$ cat config.mk
export PLATFORM = sky130hd
export DESIGN_NAME = bpsk_demod
export DESIGN_NICKNAME = d
export VERILOG_FILES = /design/src/rtl/bpsk_demod.sv
export SDC_FILE = /design/constraint.sdc
export NUM_CORES = 1
export LEC_CHECK = 0
export CORE_MARGIN = 4
export CORE_UTILIZATION = 60
export CTS_BUF_LIST = sky130_fd_sc_hd__clkbuf_2
export CTS_CLUSTER_SIZE = 8
export DETAILED_ROUTE_END_ITERATION = 16
export PLACE_DENSITY = 0.8
export SETUP_SLACK_MARGIN = 0.2
export SKIP_CTS_REPAIR_TIMING = 1
export SYNTH_ARGS = -nofsm -noshare
export SYNTH_HDL_FRONTEND = slang
export SYNTH_SLANG_ARGS = --single-unit
$ cat constraint.sdc
create_clock -name clk_i -period 20.6 [get_ports clk_i]
set_input_delay 3.09 -clock clk_i [delete_from_list [all_inputs] [get_ports clk_i]]
set_output_delay 3.09 -clock clk_i [all_outputs]
set_load 0.05 [all_outputs]
$ cat src/rtl/bpsk_demod.sv
// BPSK correlating demodulator: multiplies each symbol's samples by a local reference sine
// and decides the bit from the sign of the summed products.
module bpsk_demod #(
  parameter int WIDTH  = 8,
  parameter int SIZE   = 64,
  parameter int THRESH = 4096,
  parameter int ACC_W  = 2*WIDTH + $clog2(SIZE) + 2
) (
  input  logic             clk_i,
  input  logic             rst_i,
  input  logic             en_i,
  input  logic [WIDTH-1:0] sample_i,
  input  logic             sample_valid_i,
  output logic             bit_out_o,
  output logic             bit_valid_o,
  output logic [ACC_W-1:0] corr_out_o,
  output logic             low_conf_o,
  output logic             busy_o
);
  localparam int IDX_W  = $clog2(SIZE);
  localparam int PROD_W = 2*WIDTH + 2;
  localparam logic [WIDTH-1:0] MID = {1'b1, {(WIDTH-1){1'b0}}};

  typedef enum logic {IDLE, INTEG} state_t;

  // Reference table is elaborated from the same rounding rule the modulator table uses.
  function automatic logic [WIDTH-1:0] sine_at(input int k);
    real mid, amp, ph;
    mid = real'(2**(WIDTH-1));
    amp = mid - 1.0;
    ph  = 6.283185307179586 * real'(k) / real'(SIZE);
    return WIDTH'($rtoi(mid + amp * $sin(ph) + 0.5));
  endfunction

  logic [WIDTH-1:0] rom [SIZE];
  for (genvar g = 0; g < SIZE; g++) begin : g_rom
    assign rom[g] = sine_at(g);
  end

  state_t                   state_q, state_d;
  logic signed [ACC_W-1:0]  acc_q, acc_d;
  logic [IDX_W-1:0]         idx_q, idx_d;
  logic                     bit_q, bit_d;
  logic                     bv_q, bv_d;
  logic [ACC_W-1:0]         corr_q, corr_d;
  logic                     lc_q, lc_d;

  logic signed [WIDTH:0]    s, r;
  logic signed [PROD_W-1:0] prod;
  logic signed [ACC_W-1:0]  sum;
  logic [ACC_W-1:0]         mag;
  logic                     accept;

  assign accept = en_i & sample_valid_i;
  assign s      = $signed({1'b0, sample_i})   - $signed({1'b0, MID});
  assign r      = $signed({1'b0, rom[idx_q]}) - $signed({1'b0, MID});
  assign prod   = PROD_W'(s) * PROD_W'(r);
  // acc is held at zero in IDLE, so the first product of a symbol lands cleanly.
  assign sum    = acc_q + ACC_W'(prod);
  assign mag    = sum[ACC_W-1] ? ACC_W'(-sum) : ACC_W'(sum);

  always_comb begin
    state_d = state_q;
    acc_d   = acc_q;
    idx_d   = idx_q;
    bit_d   = bit_q;
    bv_d    = 1'b0;
    corr_d  = corr_q;
    lc_d    = lc_q;
    if (!en_i) begin
      state_d = IDLE;
      acc_d   = '0;
      idx_d   = '0;
    end else if (accept) begin
      if (state_q == INTEG && idx_q == IDX_W'(SIZE-1)) begin
        corr_d  = sum;
        bit_d   = ~sum[ACC_W-1];
        lc_d    = (mag < ACC_W'(THRESH));
        bv_d    = 1'b1;
        acc_d   = '0;
        idx_d   = '0;
        state_d = IDLE;
      end else begin
        acc_d   = sum;
        idx_d   = idx_q + 1'b1;
        state_d = INTEG;
      end
    end
  end

  always_ff @(posedge clk_i) begin
    if (rst_i) begin
      state_q <= IDLE;
      acc_q   <= '0;
      idx_q   <= '0;
      bit_q   <= 1'b0;
      bv_q    <= 1'b0;
      corr_q  <= '0;
      lc_q    <= 1'b0;
    end else begin
      state_q <= state_d;
      acc_q   <= acc_d;
      idx_q   <= idx_d;
      bit_q   <= bit_d;
      bv_q    <= bv_d;
      corr_q  <= corr_d;
      lc_q    <= lc_d;
    end
  end

  assign bit_out_o   = bit_q;
  assign bit_valid_o = bv_q;
  assign corr_out_o  = corr_q;
  assign low_conf_o  = lc_q;
  assign busy_o      = (state_q == INTEG);
endmodule
Yosys cells after proc, flatten, opt, wreduce, memory -nomap -nowiden
Memories as Yosys holds them, arrays and structs flattened.
Cells that the tools add are included.
{ "classes": {"addsub": 5, "multipliers": 1, "magnitude_cmp": 2, "eq_ne": 1, "mux": 7, "bitwise": 5, "n_reduce_logical": 4} }
{ "ops": {"columns": ["operator", "n"], "rows": [
  ["$mux 24", 2],
  ["$add 24x18->24", 1],
  ["$lt 24x13->1 const B", 1],
  ["$neg 24->24", 1],
  ["$mul 9x9->18", 1],
  ["$sub 8x8->9 const B", 2],
  ["$mux 8", 2],
  ["$ge 7x7->1 const B", 1],
  ["$not 6->7", 1],
  ["$add 6x1->6 const B", 1],
  ["$eq 6x6->1 const B", 1],
  ["$mux 6", 1],
  ["$not 1->1", 3],
  ["$reduce_and 3->1", 1],
  ["$reduce_or 3->1", 1],
  ["$mux 1", 2],
  ["$reduce_or 2->1", 1],
  ["$and 1x1->1", 1],
  ["$logic_and 1x1->1", 1]
]} }
{ "word_totals": {"register_bits": 58, "rom_bits": 512, "input_bits": 12, "output_inout_bits": 28, "word_cells": 33, "memories": 1} }
{ "mem_list": {"columns": ["name", "words", "word_bits", "read_ports", "rd_clocked_by_memory_dff", "wr", "line", "text"], "rows": [
  ["(no name shown)", 64, 8, 1, 0, 0, "56", "assign r = $signed({1'b0, rom[idx_q]}) - $signed({1'b0, MID});"]
]} }

Logic depth before layout (Yosys ltp)
Gate-level depths: netlist (run 1).
{ "depth": {"depth_word": 10, "ltp_mapped": 32} }

Worst setup path after synthesis (run 1)
No wires, ideal clock.
{ "synth_path": {"kind": "input to register", "startpoint": "in sample_i[7]", "endpoint": "reg lc_q (netlist: low_conf_o)", "setup_ps": 124, "arrival_time_ps": 8755, "path_slack_ps": 11721, "path_stages": 20, "n_path_buf": 2, "cell_sequence": "nand2b_1 -> inv_1 -> fa_1 -> fa_1 -> fa_1 -> inv_1 -> fa_1 -> inv_1 -> fa_1 -> ha_1 -> clkbuf_1 -> nand4_1 -> or3_1 -> and3_1 -> a211oi_1 -> buf_4 -> nor2_1 -> a311o_2 -> o311ai_1 -> o31ai_2"} }
{ "synth_between": {"elab_chain_cells": 6} }
{ "synth_lines": {"columns": ["element", "line", "text"], "rows": [
  ["start: declaration", "12", "input logic [WIDTH-1:0] sample_i,"],
  ["$sub 8x8->9 *", "55", "assign s = $signed({1'b0, sample_i}) - $signed({1'b0, MID});"],
  ["$mul 9x9->18 *", "57", "assign prod = PROD_W'(s) * PROD_W'(r);"],
  ["$add 24x18->24 *", "59", "assign sum = acc_q + ACC_W'(prod);"],
  ["$neg 24->24", "60", "assign mag = sum[ACC_W-1] ? ACC_W'(-sum) : ACC_W'(sum);"],
  ["$mux 24 *", "60", null],
  ["$lt 24x13->1 *", "78", "lc_d = (mag < ACC_W'(THRESH));"],
  ["end signal: assignment", "107", "lc_q <= lc_d;"],
  ["end: declaration", "46", "logic lc_q, lc_d;"]
]} }
Every way passes the cells marked *; elsewhere a longest branch is shown, timed or not.
A chain may end at the register's enable or synchronous reset.

Worst setup path after layout (run 1)
Ends and elaborated chain as after synthesis.

==> results of run 1 <==
## synth_stat cells, drive strengths merged (4+ instances only)
cell	number	share of area
xor2	6	0.0071
o21a	6	0.0061
nor2b	5	0.0043
a21oi	66	0.045
a21o	7	0.0071
mux2i	4	0.0054
nor3	16	0.011
nand3	14	0.0095
xnor2	19	0.023
a211oi	9	0.0099
and2	28	0.024
nand2b	6	0.0051
and3	10	0.0085
a21boi	4	0.0041
buf	12	0.0082
ha	68	0.12
fa	93	0.25
a22oi	23	0.023
clkbuf	26	0.013
o21ai	23	0.016
nand2	110	0.056
a221oi	5	0.0068
nor2	64	0.033
o211ai	5	0.0051
dfxtp	58	0.16
nor4	4	0.0054
inv	146	0.075
## sequential cells by signal (all words and copies together), names as in the netlist
register and flops:
bit_valid_o 1, corr_out_o 24, acc_q 24, idx_q 6, busy_o 1, bit_out_o 1, low_conf_o 1
## through the flow
step | area, um^2 | power [uW]
final | 7950 | 254
after CTS | 7950 | 253
after floorplan | 7350 | 149
after global placement | 7800 | 161
after global routing | 7950 | 264
after detailed placement | 7800 | 162
## logic make-up (layout without fill, tap and decap cells)
family          Yosys count  count (layout)  share of synthesized area
compound gates          175             175                      0.157
flops                    58              58                      0.158
simple gates            271             271                      0.171
mux                       9               9                     0.0177
xor+xnor                 25              25                     0.0298
fa+ha+maj               161             161                      0.369
buf+inv                 186             207                     0.0977
## where the power goes
group	internal (uW)	switching (uW)
clock	40.8	51.9
combinational	17.4	30.1
sequential	113	0.557
## critical path: stages
cell	delay (ps)
clkdlybuf4s50_1	620
nand2b_1	250
inv_1	80
fa_1	710
fa_1	550
fa_1	740
inv_1	230
fa_1	580
inv_1	60
fa_1	480
ha_1	420
nand4_1	190
or3_1	420
and3_1	190
a211oi_1	980
mux2_2	420
o21ai_0	150
o311ai_1	130
o31ai_2	210
## metal layers
metal  part of all wire  routed length, um
met4              0.023                402
met2               0.48               8280
met5                  0                  0
met3              0.054                934
met1               0.45               7710
## area by class of cell
cell class | instances | area, um^2
clock inverter | 7 | 101
timing repair buffer | 44 | 428
inverter | 147 | 552
multi-input combinational | 641 | 5480
clock buffer | 9 | 45.0
tap | 147 | 184
fill | 1007 | 4060
sequential | 58 | 1160
## worst max-delay path by stage
stage | depth (start not counted) | to | slack [ps]
after floorplan | 20 | low_conf_o | 11720
after global placement | 19 | low_conf_o | 10220
after detailed placement | 19 | low_conf_o | 10100
after CTS | 19 | low_conf_o | 10640
after global routing | 19 | low_conf_o | 10070
final | 19 | low_conf_o | 10590
==> results.yml, run 1 <==
setup_path:
  cp-start-kind: "input pin"
  cp_data_required_time_ps: 21090
  critPathLaunch: "sample_i[7]"
  crit_type: "in2reg"
  reg2reg_depth: 22
  cp-end-kind: "flop"
  r2r_slack_ps: 10910
  r2r-end: "low_conf_o"
  crit_fanout: 11
  worstReg2RegStart: "idx_q[2]"
  arrival_ps: 10500
logic_synthesis:
  ys_seq_elements: 58
  yosysWarnings: 0
  synthCells: 885
  synth_cell_types: 67
  synth_nets: 1058
  synthFlopType: "dfxtp_1"
  avgSynthCellArea_um2: 8.31
  syn-cell-area_mm2: 0.00735
  synth.yosys.seq_area_share: 0.158
  synthArstFlopShare: 0
  synth_edf_count: 0
clocking:
  ctsHtreeMaxLevel: 3
  clk_latency_ps: 570
  clock-sinks: 58
  cts_root_buf: "clkbuf_2"
  path_clk_slew_ps: 200
  numCtsBuffers: 9
  cts_buffer_depth: 2
  cts_tree: "built"
place:
  finalWeightedCongestion: 0.952
  dpl.hpwl_um: 13700
  portBuffers: 39
  dp_cells: 1037
  post-place-ws_ps: 10100
power:
  power_density_mw_per_mm2: 31.9
  cellLeakagePower_uw: 0.00366
  ir_drop_uv: 47.7
sta:
  hold_violations: 0
  max_freq_ghz: 0.0999
  fin_tns_setup_ps: 0
  drv_slew: 0
  setup_ws_ps: 10590
  finalSetupViolations: 0
  min_period_ps: 10010
  holdWs_ps: 467
  slew_headroom: 0.201
  rsz0062_at_grt: "no"
  fin_crit_sh: 0.486
  finClkSkew_ps: 31.7
  worstMarginPinSlew_ps: 1190
layout:
  layout_commonest_cell: "inv_1"
  finalNetCount: 1074
  final_core_util: 0.662
  antenna_cells: 0
  drive_above_1_share: 0.0430
  areaGrowthSynthToFinish_pct: 8.12
  layout_common_cells: "inv_1 (146), nand2_1 (110), fa_1 (93)"
  instances_no_fill: 1053
routing:
  vias: 6159
  drt_iter0_markers: 558
  first_pass_iters: 5
  avgRoutedWirePerCell_um: 16.5
  wl_um: 17300
  drc: 0
  ant_nets: 0
  avgViaCountPerCell: 5.85
hold_path:
  worstHoldStart: "corr_out_o[0]"
  min_to: "corr_out_o[0]"
  hold-path-cell-count: 2
  hold_class: "reg2reg"
global_routing:
  grt_max_degree: 34
  grt_pass1_wl_um: 30500
  grt_use_total: 0.262
  busiest_layer: "met2"
  antenna_found_initial: 0
  grt_util_met1: 0.356
  grt_use_met2: 0.426
  grt_overflow: 0
  grt_pass1_vias: 6343
  grt_util_met3: 0.0402
run_status:
  outcome: "finished, final reports clean"
floorplan:
  chipWidth_um: 119
  die_y_um: 119
  rows: 40
  dieArea_mm2: 0.0141
  initial_core_util: 0.612
  core_area_mm2: 0.0120
  io_pins: 40
run:
  maxCapViolCount: 0
Power figures use the tool's default switching activity.
==> run 2, diff against run 1 <==
--- a/config.mk
+++ b/config.mk
@@ -6,7 +6,7 @@
 export NUM_CORES = 1
 export LEC_CHECK = 0
 export CORE_MARGIN = 4
-export CORE_UTILIZATION = 60
+export CORE_UTILIZATION = 57
 export CTS_BUF_LIST = sky130_fd_sc_hd__clkbuf_2
 export CTS_CLUSTER_SIZE = 8
 export DETAILED_ROUTE_END_ITERATION = 16
==> constraint.sdc (replaced) <==
create_clock -name clk_i -period 8.4 [get_ports clk_i]
set_input_delay 1.26 -clock clk_i [delete_from_list [all_inputs] [get_ports clk_i]]
set_output_delay 1.26 -clock clk_i [all_outputs]
set_load 0.05 [all_outputs]
==> run 2 against run 1 <==
- final cell count up 3.8%
- worst setup slack worse by 10000 ps
- first-iteration DRC count decreased by 17%
- non-clock buffer count increased by 15
- sequential power increased by 150%
- clock power grew to 2.8 times the previous value
- total power rose to 2.6 times the previous value
- sequential share of layout area shrank 0.33 points
- clock skew shrank 1.5 ps
- core utilization shrank 1.5 points
- critical endpoint unchanged
- largest cell class unchanged
- largest power group unchanged
==> results.yml, run 2 (synthesis results as in run 1) <==
routing:
  top_layer: "met4"
  met2_length_um: 8870
  first_pass_iters: 5
  ant_nets: 0
  met3_wirelength_um: 980
  drt_iter0_markers: 463
  wl_um: 18200
  avgViaCountPerCell: 5.73
  drc: 0
  avgRoutedWirePerCell_um: 16.6
  m1WireLength_um: 7800
  vias: 6261
sta:
  slew_headroom: 0.318
  fin_crit_sh: 0.932
  hold_violations: 0
  rsz0062_at_grt: "no"
  worstMarginPinSlew_ps: 1020
  drv_slew: 0
  min_period_ps: 7830
  finalSetupViolations: 0
  finClkSkew_ps: 30.2
  fin_tns_setup_ps: 0
  max_freq_ghz: 0.128
run:
  maxCapViolCount: 0
floorplan:
  core_area_mm2: 0.0126
  die_y_um: 122
  io_pins: 40
  rows: 41
  dieArea_mm2: 0.0148
  initial_core_util: 0.583
  chipWidth_um: 122
setup_path:
  crit_slowest_cell: "fa_1"
  critical_path.top_delay_family: "adder cells"
  r2r_slack_ps: 570
  cp-end-kind: "flop"
  arrival_ps: 8260
  crit_path_max_incr_delay_ps: 550
  worstReg2RegStart: "idx_q[1]"
  cp-start-kind: "flop"
  crit_type: "reg2reg"
  r2r-end: "low_conf_o"
  reg2reg_depth: 28
  crit_fanout: 10
  path_buf_inv: 6
  cp_data_required_time_ps: 8830
hold_path:
  hold-path-cell-count: 2
  min_to: "corr_out_o[2]"
  hold_class: "reg2reg"
  worstHoldStart: "corr_out_o[2]"
global_routing:
  grt_max_degree: 34
  antenna_found_initial: 0
  grt_pass1_vias: 6231
  grt_pass1_wl_um: 30900
  grt_use_total: 0.262
  grt_overflow: 0
clocking:
  numCtsBuffers: 9
  clock-sinks: 58
  path_clk_slew_ps: 210
  clk_latency_ps: 540
  cts_root_buf: "clkbuf_2"
  cts_buffer_depth: 2
  cts_tree: "built"
  ctsHtreeMaxLevel: 3
run_status:
  outcome: "finished, final reports clean"
power:
  seqPwrFrac: 0.423
  cellLeakagePower_uw: 0.00375
  power.share.clock: 0.396
  power_density_mw_per_mm2: 80.6
  p_sw_frac: 0.312
  p_sw_uw: 205
  intPower_uw: 453
  ir_drop_uv: 102
  power_frac_comb: 0.181
place:
  finalWeightedCongestion: 0.945
  place_area_mm2: 0.00793
  dp_cells: 1075
  dpl.hpwl_um: 14000
  portBuffers: 39
layout:
  antenna_cells: 0
  layout_commonest_cell: "inv_1"
  finalNetCount: 1089
  fill_cells: 1094
  drive_above_1_share: 0.0673
  layout_common_cells: "inv_1 (146), nand2_1 (110), fa_1 (91)"
  areaGrowthSynthToFinish_pct: 11.0
  instances_no_fill: 1093
  final_area_mm2: 0.00816
-- run 2: cell types whose count changed in the layout (fill, tap and decap cells not counted), moves of 2 or more --
cell        previous run  this run
a21oi_2                0         4
buf_4                  5        20
fa_2                   0         2
clkinvlp_4             2         0
a21oi_1               66        62
fa_1                  93        91
-- run 2: final cells by class --
class | count | area (um^2) | share of cell area
multi-input cells | 641 | 5520 | 0.676
flip-flops and latches | 58 | 1160 | 0.143
clock buffers | 9 | 45.0 | 0.00552
clock inverters | 7 | 125 | 0.0153
inverters | 147 | 552 | 0.0676
repair buffers | 59 | 541 | 0.0662
well taps | 172 | 215 | 0.0264
-- run 2: through the flow --
step | hold slack [ps] | setup slack (ps) | power (uW) | utilization
5_1_grt | 486 | 175 | 684 | 0.647
2_1_floorplan | 436 | 690 | 366 | -
4_1_cts | 469 | 204 | 660 | 0.642
6_report | 467 | 573 | 658 | 0.647
3_5_place_dp | 446 | 316 | 401 | 0.628
3_3_place_gp | 444 | 441 | 399 | 0.628
-- run 2: worst max-delay path by stage --
stage                startpoint          to  cells after the start
detailed placement  sample_i[7]  low_conf_o                     20
finish                 idx_q[1]  low_conf_o                     28
global placement    sample_i[7]  low_conf_o                     20
CTS                    idx_q[0]  low_conf_o                     26
global route           idx_q[1]  low_conf_o                     28
floorplan              idx_q[1]  low_conf_o                     26
-- run 2: metal layers --
metal | up-vias | track usage
met5 | - | 0
met4 | 0 | 0.0847
met3 | 35 | 0.0371
met2 | 209 | 0.428
met1 | 3048 | 0.361
li1 | 2969 | -
-- run 2: worst reg2reg max path: cells and delay by family (launching register included) --
| kind | cells | cell delay, ps |
|---|---|---|
| mux | 1 | 130 |
| simple gates | 6 | 1360 |
| fa+ha+maj | 7 | 3300 |
| buf+inv | 6 | 520 |
| compound gates | 8 | 2050 |
| flops | 1 | 360 |
-- run 2: power groups by stage --
stage	logic, uW	clock network [uW]	registers, uW
3_5_place_dp	117	0	284
5_1_grt	133	272	278
4_1_cts	118	264	278
3_3_place_gp	115	0	284
6_report	119	261	278
2_1_floorplan	82.7	0	284
